<file path="src/rtl/command_ring_reader_pkg.sv">
// Shared definitions for the xHCI Command Ring reader: FSM state encoding,
// TRB field positions and the read-engine status code that signals a
// completed memory read.
package command_ring_reader_pkg;

  typedef enum logic [2:0] {
    CR_IDLE,
    CR_FETCH_REQ,
    CR_FETCH_POP,
    CR_FETCH_LATCH,
    CR_CHECK,
    CR_DISPATCH
  } cr_state_t;

  // Read-engine status codes (mrd_state)
  localparam logic [3:0] RD_IDLE     = 4'd0;
  localparam logic [3:0] RD_COMPLETE = 4'd4;

  // TRB layout: control dword occupies bits [127:96]
  localparam logic [5:0] TRB_TYPE_LINK = 6'd6;
  localparam int         TRB_CYCLE_BIT = 96;
  localparam int         TRB_TC_BIT    = 97;
  localparam logic [31:0] TRB_BYTES    = 32'h10;

  function automatic logic is_link_trb(input logic [127:0] trb);
    return trb[111:106] == TRB_TYPE_LINK;
  endfunction

endpackage

</file>
<file path="src/rtl/command_ring_reader.sv">
// command_ring_reader: consumer side of the xHCI Command Ring.
// Fetches one 16-byte TRB at a time from host memory at deq_ptr, stops when
// the cycle bit no longer matches ccs (ring empty), follows Link TRBs
// (optionally toggling ccs) and hands each command TRB to the handler over
// a valid/ready handshake.
// Ports:
//   clk_pcie, rst          clock, synchronous active-high reset
//   run, doorbell          USBCMD.R/S level, doorbell 0 pulse
//   crcr_*                 host CRCR write (pointer, RCS, CS, CA)
//   crr, deq_ptr, ccs      ring running flag, dequeue pointer, cycle state
//   mrd_*                  memory read engine request / status / data
//   trb_valid/data/addr    TRB to command handler, trb_ready accepts it
//   stopped, stopped_ptr   pulse: emit Command Ring Stopped event
//   link_err               pulse: too many consecutive Link TRBs
module command_ring_reader
  import command_ring_reader_pkg::*;
#(
  parameter int LINK_LIMIT = 8
) (
  input  logic         clk_pcie,
  input  logic         rst,
  input  logic         run,
  input  logic         doorbell,
  input  logic         crcr_wr,
  input  logic [57:0]  crcr_ptr,
  input  logic         crcr_rcs,
  input  logic         crcr_cs,
  input  logic         crcr_ca,
  output logic         crr,
  output logic [63:0]  deq_ptr,
  output logic         ccs,
  output logic [63:0]  mrd_addr,
  output logic [31:0]  mrd_length,
  output logic         mrd_has_request,
  output logic         mrd_rd_en,
  input  logic [3:0]   mrd_state,
  input  logic [127:0] mrd_dout,
  output logic         trb_valid,
  output logic [127:0] trb_data,
  output logic [63:0]  trb_addr,
  input  logic         trb_ready,
  output logic         stopped,
  output logic [63:0]  stopped_ptr,
  output logic         link_err
);

  localparam int CNT_W = $clog2(LINK_LIMIT + 1);
  localparam logic [CNT_W-1:0] LINK_LAST = CNT_W'(LINK_LIMIT - 1);

  cr_state_t        state_reg, state_next;
  logic [63:0]      deq_ptr_reg, deq_ptr_next;
  logic             ccs_reg, ccs_next;
  logic             crr_reg, crr_next;
  logic             stop_pend_reg, stop_pend_next;
  logic             db_pend_reg, db_pend_next;
  logic [CNT_W-1:0] link_cnt_reg, link_cnt_next;
  logic [127:0]     trb_reg, trb_next;
  logic             trb_valid_reg, trb_valid_next;
  logic [127:0]     trb_data_reg, trb_data_next;
  logic [63:0]      trb_addr_reg, trb_addr_next;
  logic [63:0]      mrd_addr_reg, mrd_addr_next;
  logic [31:0]      mrd_length_reg, mrd_length_next;
  logic             mrd_has_request_reg, mrd_has_request_next;
  logic             mrd_rd_en_reg, mrd_rd_en_next;
  logic             stopped_reg, stopped_next;
  logic [63:0]      stopped_ptr_reg, stopped_ptr_next;
  logic             link_err_reg, link_err_next;

  logic             stop_req;

  // CS and CA are treated alike: the reader only stops; aborting the
  // command in flight is the handler's job.
  assign stop_req = crcr_wr && (crcr_cs || crcr_ca) && crr_reg;

  always_ff @(posedge clk_pcie) begin
    if (rst) begin
      state_reg           <= CR_IDLE;
      deq_ptr_reg         <= '0;
      ccs_reg             <= 1'b0;
      crr_reg             <= 1'b0;
      stop_pend_reg       <= 1'b0;
      db_pend_reg         <= 1'b0;
      link_cnt_reg        <= '0;
      trb_reg             <= '0;
      trb_valid_reg       <= 1'b0;
      trb_data_reg        <= '0;
      trb_addr_reg        <= '0;
      mrd_addr_reg        <= '0;
      mrd_length_reg      <= '0;
      mrd_has_request_reg <= 1'b0;
      mrd_rd_en_reg       <= 1'b0;
      stopped_reg         <= 1'b0;
      stopped_ptr_reg     <= '0;
      link_err_reg        <= 1'b0;
    end else begin
      state_reg           <= state_next;
      deq_ptr_reg         <= deq_ptr_next;
      ccs_reg             <= ccs_next;
      crr_reg             <= crr_next;
      stop_pend_reg       <= stop_pend_next;
      db_pend_reg         <= db_pend_next;
      link_cnt_reg        <= link_cnt_next;
      trb_reg             <= trb_next;
      trb_valid_reg       <= trb_valid_next;
      trb_data_reg        <= trb_data_next;
      trb_addr_reg        <= trb_addr_next;
      mrd_addr_reg        <= mrd_addr_next;
      mrd_length_reg      <= mrd_length_next;
      mrd_has_request_reg <= mrd_has_request_next;
      mrd_rd_en_reg       <= mrd_rd_en_next;
      stopped_reg         <= stopped_next;
      stopped_ptr_reg     <= stopped_ptr_next;
      link_err_reg        <= link_err_next;
    end
  end

  always_comb begin
    state_next           = state_reg;
    deq_ptr_next         = deq_ptr_reg;
    ccs_next             = ccs_reg;
    crr_next             = crr_reg;
    stop_pend_next       = stop_pend_reg;
    db_pend_next         = db_pend_reg;
    link_cnt_next        = link_cnt_reg;
    trb_next             = trb_reg;
    trb_valid_next       = trb_valid_reg;
    trb_data_next        = trb_data_reg;
    trb_addr_next        = trb_addr_reg;
    mrd_addr_next        = mrd_addr_reg;
    mrd_length_next      = mrd_length_reg;
    mrd_has_request_next = mrd_has_request_reg;
    mrd_rd_en_next       = mrd_rd_en_reg;
    stopped_next         = 1'b0;
    stopped_ptr_next     = stopped_ptr_reg;
    link_err_next        = 1'b0;

    if (stop_req) begin
      stop_pend_next = 1'b1;
    end
    if (doorbell && (state_reg != CR_IDLE)) begin
      db_pend_next = 1'b1;
    end

    case (state_reg)
      CR_IDLE: begin
        if (crcr_wr && !crr_reg) begin
          deq_ptr_next = {crcr_ptr, 6'h0};
          ccs_next     = crcr_rcs;
        end
        // A stop written in the same cycle as a doorbell wins.
        if (stop_pend_reg || stop_req) begin
          stopped_next     = 1'b1;
          stopped_ptr_next = deq_ptr_reg;
          crr_next         = 1'b0;
          stop_pend_next   = 1'b0;
        end else if (crr_reg && !run) begin
          crr_next = 1'b0;
        end else if (doorbell && run) begin
          crr_next   = 1'b1;
          state_next = CR_FETCH_REQ;
        end
      end

      CR_FETCH_REQ: begin
        mrd_addr_next        = deq_ptr_reg;
        mrd_length_next      = TRB_BYTES;
        mrd_has_request_next = 1'b1;
        if (mrd_state == RD_COMPLETE) begin
          mrd_rd_en_next = 1'b1;
          state_next     = CR_FETCH_POP;
        end
      end

      // The read engine presents data one cycle after the pop request.
      CR_FETCH_POP: begin
        state_next = CR_FETCH_LATCH;
      end

      CR_FETCH_LATCH: begin
        trb_next             = mrd_dout;
        mrd_addr_next        = '0;
        mrd_length_next      = '0;
        mrd_has_request_next = 1'b0;
        mrd_rd_en_next       = 1'b0;
        state_next           = CR_CHECK;
      end

      CR_CHECK: begin
        if (trb_reg[TRB_CYCLE_BIT] != ccs_reg) begin
          // Ring empty. A doorbell that arrived while fetching may mean
          // software produced this very TRB meanwhile: look once more.
          if (db_pend_reg || doorbell) begin
            state_next = CR_FETCH_REQ;
          end else begin
            state_next = CR_IDLE;
          end
          db_pend_next = 1'b0;
        end else if (is_link_trb(trb_reg)) begin
          if (link_cnt_reg == LINK_LAST) begin
            link_err_next  = 1'b1;
            crr_next       = 1'b0;
            link_cnt_next  = '0;
            stop_pend_next = 1'b0;
            db_pend_next   = 1'b0;
            state_next     = CR_IDLE;
          end else begin
            deq_ptr_next = {trb_reg[63:4], 4'h0};
            if (trb_reg[TRB_TC_BIT]) begin
              ccs_next = ~ccs_reg;
            end
            link_cnt_next = link_cnt_reg + CNT_W'(1);
            state_next    = CR_FETCH_REQ;
          end
        end else begin
          trb_valid_next = 1'b1;
          trb_data_next  = trb_reg;
          trb_addr_next  = deq_ptr_reg;
          link_cnt_next  = '0;
          state_next     = CR_DISPATCH;
        end
      end

      CR_DISPATCH: begin
        if (trb_ready) begin
          trb_valid_next = 1'b0;
          deq_ptr_next   = deq_ptr_reg + 64'h10;
          if (stop_pend_reg || stop_req) begin
            stopped_next     = 1'b1;
            stopped_ptr_next = deq_ptr_reg + 64'h10;
            crr_next         = 1'b0;
            stop_pend_next   = 1'b0;
            db_pend_next     = 1'b0;
            state_next       = CR_IDLE;
          end else if (!run) begin
            crr_next     = 1'b0;
            db_pend_next = 1'b0;
            state_next   = CR_IDLE;
          end else begin
            state_next = CR_FETCH_REQ;
          end
        end
      end

      default: begin
        state_next = CR_IDLE;
      end
    endcase
  end

  assign crr             = crr_reg;
  assign deq_ptr         = deq_ptr_reg;
  assign ccs             = ccs_reg;
  assign mrd_addr        = mrd_addr_reg;
  assign mrd_length      = mrd_length_reg;
  assign mrd_has_request = mrd_has_request_reg;
  assign mrd_rd_en       = mrd_rd_en_reg;
  assign trb_valid       = trb_valid_reg;
  assign trb_data        = trb_data_reg;
  assign trb_addr        = trb_addr_reg;
  assign stopped         = stopped_reg;
  assign stopped_ptr     = stopped_ptr_reg;
  assign link_err        = link_err_reg;

endmodule
</file>
<file path="config.mk">
export PLATFORM = sky130hd
export DESIGN_NAME = command_ring_reader
export DESIGN_NICKNAME = d
export VERILOG_FILES = /design/src/rtl/command_ring_reader_pkg.sv /design/src/rtl/command_ring_reader.sv
export SDC_FILE = /design/constraint.sdc
export NUM_CORES = 1
export LEC_CHECK = 0
export CORE_MARGIN = 2
export CORE_UTILIZATION = 37
export CTS_CLUSTER_SIZE = 10
export DETAILED_ROUTE_END_ITERATION = 10
export GPL_ROUTABILITY_DRIVEN = 0
export HOLD_SLACK_MARGIN = 0.15
export PLACE_DENSITY_LB_ADDON = 0.05
export SLEW_MARGIN = 5
export SYNTH_ARGS = -nofsm -noshare
export SYNTH_HDL_FRONTEND = slang
export SYNTH_SLANG_ARGS = --single-unit
</file>
<file path="constraint.sdc">
create_clock -name clk_pcie -period 2.3 [get_ports clk_pcie]
set_input_delay 0.23 -clock clk_pcie [delete_from_list [all_inputs] [get_ports clk_pcie]]
set_output_delay 0.23 -clock clk_pcie [all_outputs]
set_load 0.01 [all_outputs]
</file>
After elaboration in Yosys (flattened, before gate mapping) --
Index checks and enable logic that the tools add are counted.
Storage, ports and cells: register bits after elaboration 560, input port bits 199, output and inout port bits 423, word-level logic and storage cells 145
Operators by class: add/subtract/negate cells 2, equality and inequality tests 25, muxes and demuxes 68, bitwise gates (word level) 4, reductions and logical operators 28
Operator list (count):
- 64-bit two-way mux | 8
- 64-bit one-hot mux with 2 select lines | 2
- 64-bit one-hot mux with 3 select lines | 1
- 64-bit by 5-bit adder with 64-bit output, second input constant | 1
- 32-bit one-hot mux with 2 select lines | 1
- 1-bit two-way mux | 38
- 2-bit inequality test, second input constant | 14
- 3-bit two-way mux | 7
- 3-bit one-hot mux with 6 select lines | 1
- 1-bit one-hot mux with 2 select lines | 6
- 6-bit AND reduction | 2
- 4-bit by 3-bit equality test with 1-bit output, second input constant | 2
- 4-bit two-way mux | 2
- 4-bit AND reduction | 2
- 2-bit nonzero test | 4
- 7-bit AND reduction | 1
- 3-bit by 2-bit equality test with 1-bit output, second input constant | 2
- 3-bit equality test, second input constant | 2
- 6-bit by 3-bit equality test with 1-bit output, second input constant | 1
- 1-bit logical AND | 6
- 1-bit one-hot mux with 3 select lines | 2
- 3-bit nonzero test | 2
- 5-bit AND reduction | 1
- 4-bit by 1-bit adder with 4-bit output, second input constant | 1
- other kinds (11) | 18

Logic depth before layout (Yosys ltp) --
depth after elaboration 8, depth in mapped cells 10, depth with buffers taken out 7

Least setup slack after synthesis --
Ideal clock, no wire load.
path kind register to register, from reg link_cnt_reg[0], to reg deq_ptr_reg[45] (netlist: deq_ptr[45]), library setup time 0.076 ns, arrival 2.209 ns, required time 2.224 ns, slack 0.015 ns, stages on the path, launching flop included 10, path buffers 3, period minus slack after synthesis 2.285 ns, cell sequence dfxtp_1 -> ha_1 -> nand3b_1 -> or4b_1 -> buf_2 -> a211o_1 -> buf_6 -> buf_6 -> o41a_1 -> o22ai_1
On the way: longest elaborated chain between the ends 3
Ends and longest elaborated chain:
- from (decl) | line command_ring_reader.sv:56 | logic [CNT_W-1:0] link_cnt_reg, link_cnt_next;
- from (signal assigned) | line command_ring_reader.sv:102 | link_cnt_reg <= link_cnt_next;
- 4-bit by 3-bit equality test with 1-bit output | line command_ring_reader.sv:199 | if (link_cnt_reg == LINK_LAST) begin
- 2-bit inequality test (no source line)
- 6-bit AND reduction (no source line)
- to (signal assigned) | line command_ring_reader.sv:97 | deq_ptr_reg <= deq_ptr_next;
- to (decl) | line command_ring_reader.sv:51 | logic [63:0] deq_ptr_reg, deq_ptr_next;
No other way between the ends. A chain may end at the register's enable or synchronous reset.

Worst setup path in the final report --
from reg deq_ptr_reg[36] (netlist: deq_ptr[36]), to reg stopped_ptr_reg[51] (netlist: stopped_ptr[51])
On the way: longest elaborated chain between the ends 4
Ends and longest elaborated chain:
- 64-bit by 5-bit adder with 64-bit output | line command_ring_reader.sv:229 | stopped_ptr_next = deq_ptr_reg + 64'h10;
- 64-bit two-way mux | line command_ring_reader.sv:227 | if (stop_pend_reg || stop_req) begin
- 64-bit two-way mux | line command_ring_reader.sv:224 | if (trb_ready) begin
- 64-bit one-hot mux with 2 select lines | line command_ring_reader.sv:144 | case (state_reg)
- to (signal assigned) | line command_ring_reader.sv:112 | stopped_ptr_reg <= stopped_ptr_next;
- to (decl) | line command_ring_reader.sv:66 | logic [63:0] stopped_ptr_reg, stopped_ptr_next;
No other way between the ends. The select of a mux whose other input is x is not followed.

==> summary.txt <==
Vias -> 22600
Int Pwr -> 15.8 mW
Crit. path cell count -> 8
Post-synthesis instance area -> 21400 µm²
CORE AREA -> 57500 µm²
Row count -> 88
Clk_lat worst skew -> 0.62 ns
R2R setup slack -> 0.02 ns
Clk buf depth -> 3
Final non-filler cell total -> 4203
CTS tree -> yes
Worst path slowest cell -> nor4_4
Synth cell count leaders -> nand2_1 (742), dfxtp_1 (512), a21oi_1 (481)
Synth Flop Type -> dfxtp_1
Reg2Reg Depth -> 8
Critical Path Max Stage Delay -> 0.45 ns
Syn Inst Count -> 2760
Pwr/cell area -> 693 nW/µm²
DRT Pass-1 Iters -> 7
Skew final -> 0.0229 ns
DIE HEIGHT -> 245 µm
Dpl ws -> -0.239 ns
Critical path peak fanout -> 8
Synth async-reset ratio -> 0%
Critical path endpoint category -> register
Root Buffer -> clkbuf_16
Hpwl dp -> 65100 µm
Met3 Wirelength -> 8320 µm
R2R Path Start -> deq_ptr[36]
Grt total ovfl -> 0
Met1 Wirelength -> 38300 µm
Clock-pin transition on the worst setup and hold timing paths -> 0.06 ns
Post-synth top area share -> 47.8%
Via density -> 5.38
Pin count of the biggest net entering global routing -> 133
Max cap viols -> 0
HP Class -> primary input to register
Synth top area cells -> dfxtp_1 (48%), nand2_1 (13%), a21oi_1 (11%)
Seq pwr share -> 43.6%
Slew @ Worst Pin -> 0.782 ns
Slew Viols, Final -> 0
WL/cell -> 21.6 µm
H-tree depth -> 2
Final setup fails -> 0
Worst Setup SP -> deq_ptr[36]
Fin crit period -> 2.28 ns
Initial antenna violation count -> 13
Final hold vios -> 0
Layout cells sized above 1 -> 9.54%
Final Worst Setup Slack -> 0.0181 ns
Antenna-violating nets left -> 0
Fillers -> 5430
Final wirelength -> 90900 µm
Req. time, crit path -> 2.78 ns
# clock sinks -> 512
Delay-heaviest family, CP -> simple AND/OR/NAND/NOR gates
Switching power -> 5.85 mW
Ports -> 622
Clock share of power -> 39.4%
Leakage -> 10.6 nW
Cell taking the most area after synthesis -> dfxtp_1
Register area share after synthesis -> 47.8%
Crit Path Category -> register to register
Power share of the combinational group -> 16.9%
Syn Area/Cell -> 7.77 µm²
Width of the die -> 245 µm
F_max -> 0.438 GHz
Port-buffer cells -> 574
Number of synthesized flops with an enable pin -> 0
Type of origin of the critical path -> register
CP arrival -> 2.77 ns
Initial Utilization -> 37.3%
Outcome -> completed
Worst relative slew slack -> 47.8%
Num CTS Buffers -> 59
Reg2reg end -> stopped_ptr[51]
Most frequent cell after synthesis -> nand2_1
Final period util -> 99.2%
Crit path buffers/inverters -> 2
Vias in the first global route -> 21300
Met2 routed WL -> 41100 µm
Final nets -> 3613
Drt initial violations -> 1890
P&R area growth vs syn -> 45.9%
Synth Register Bits -> 512
Net Sw Frac -> 27.0%
VDD IR max -> 567 µV
All-Layer GR Usage -> 28.6%
Worst setup path endpoint -> stopped_ptr[51]
Synth warnings -> 0
Synth cell types -> 69
Global-route wire length before repair -> 132000 µm
DRC Markers -> 0
Max layer used -> met5
DP Cell Count -> 4042
Worst path cell trace -> buf_4 -> nand4_1 -> nor4_4 -> buf_4 -> nand4_1 -> xor2_1 -> o21a_1 -> a21oi_1
Die area -> 59900 µm²
[cells in the final DEF, fill, tap and decap left out, types with 6 or more instances in the layout]
master,count
nand2_1,740
clkdlybuf4s50_1,573
dfxtp_1,506
a21oi_1,481
buf_4,180
o21ai_0,109
nor2_1,109
clkbuf_16,62
dlygate4sd3_1,59
nand3b_1,48
conb_1,47
nand3_1,38
a22oi_1,37
nand4_1,35
nor3_1,30
xnor2_1,30
a211oi_1,23
xor2_1,22
or3_1,20
and3_1,19
buf_12,19
inv_1,16
o21a_1,15
nor4_1,11
diode_2,10
a311oi_1,10
clkbuf_1,9
a31oi_1,8
nor3_2,7
o22ai_1,7
a22o_1,7
nor3b_1,6
nor4_2,6
a221oi_1,6
clkbuf_8,6
dfxtp_2,6
[cells by family (layout without fill, tap and decap cells)]
kind of cell	Yosys count	after routing	share of synthesized area [%]
AOI/OAI and AO/OA	761	761	20.2
xor gates and xnor gates	52	52	2.12
adders and majority gates	3	3	0.175
DFF	512	512	47.8
buffers and inverters	311	933	6.56
and+or+nand+nor	1119	1119	23.1
muxes	1	1	0.0467
other	1	57	0.0175
[tightest hold or removal path: cells and delay by family]
family | cells | cell delay, ns
AO/OA/AOI/OAI | 1 | 0.05
buffers and inverters | 1 | 0.40
AND/OR/NAND/NOR | 1 | 0.06
[worst min-delay path by stage]
stage	from	endpoint	slack, ns	cells after the start
3_5_place_dp	mrd_addr[26]	mrd_addr[26]	0.44	2
4_1_cts	mrd_dout[51]	trb_reg[51]	0.15	3
3_3_place_gp	trb_reg[104]	trb_data[104]	0.43	2
5_1_grt	mrd_dout[66]	trb_reg[66]	0.16	3
2_1_floorplan	mrd_dout[0]	trb_reg[0]	0.37	2
6_report	mrd_dout[68]	trb_reg[68]	0.17	3
[power by group through the flow]
| stage | clock network [mW] | logic [mW] | registers, mW |
|---|---|---|---|
| floorplan | 0 | 1.42 | 9.70 |
| detailed placement | 0 | 3.43 | 9.63 |
| global placement | 0 | 3.39 | 9.62 |
| CTS | 8.69 | 3.53 | 9.44 |
| global route | 9.04 | 3.88 | 9.48 |
| finish | 8.54 | 3.67 | 9.45 |
[final cells by class]
cell class                      count  area (µm²)  share of cell area (%)
Clock buffer                       74        1590                    5.09
Multi-Input combinational cell   1983       10100                    32.4
Timing Repair Buffer              838        8180                    26.2
Inverter                           17        63.8                   0.204
Antenna cell                       10        25.0                  0.0800
Clock inverter                      4        67.6                   0.216
Sequential cell                   512       10300                    32.8
Tap cell                          765         957                    3.06
[stage by stage]
stage               power [mW]  util [%]  hold slack [ns]  area, µm²  setup TNS [ns]
CTS                       21.7      53.9            0.151      31000               0
detailed placement        13.1      49.9            0.444      28700           -6.40
global placement          13.0      49.9            0.435      28700           -3.05
finish                    21.7      54.4            0.172      31300               0
global route              22.4      54.4            0.156      31300         -0.0933
floorplan                 11.1         -            0.366      21600               0
[repair_timing]
action | 4_1_cts | 5_1_grt
cloned | 0 | 3
hold buffers | 59 | 0
pin swaps | 4 | 9
gates resized for setup | 6 | 26
endpoints found under the setup margin | 34 | 58
endpoints found under the hold margin | 125 | 0
setup buffers | 1 | 10
[layer usage]
layer | vias up | GRT usage [%]
met4 | 4 | 10.8
li1 | 10600 | -
met3 | 183 | 7.86
met1 | 10900 | 37.6
met5 | - | 0
met2 | 925 | 44.9
No activity file was read; power rests on OpenSTA's default activity.
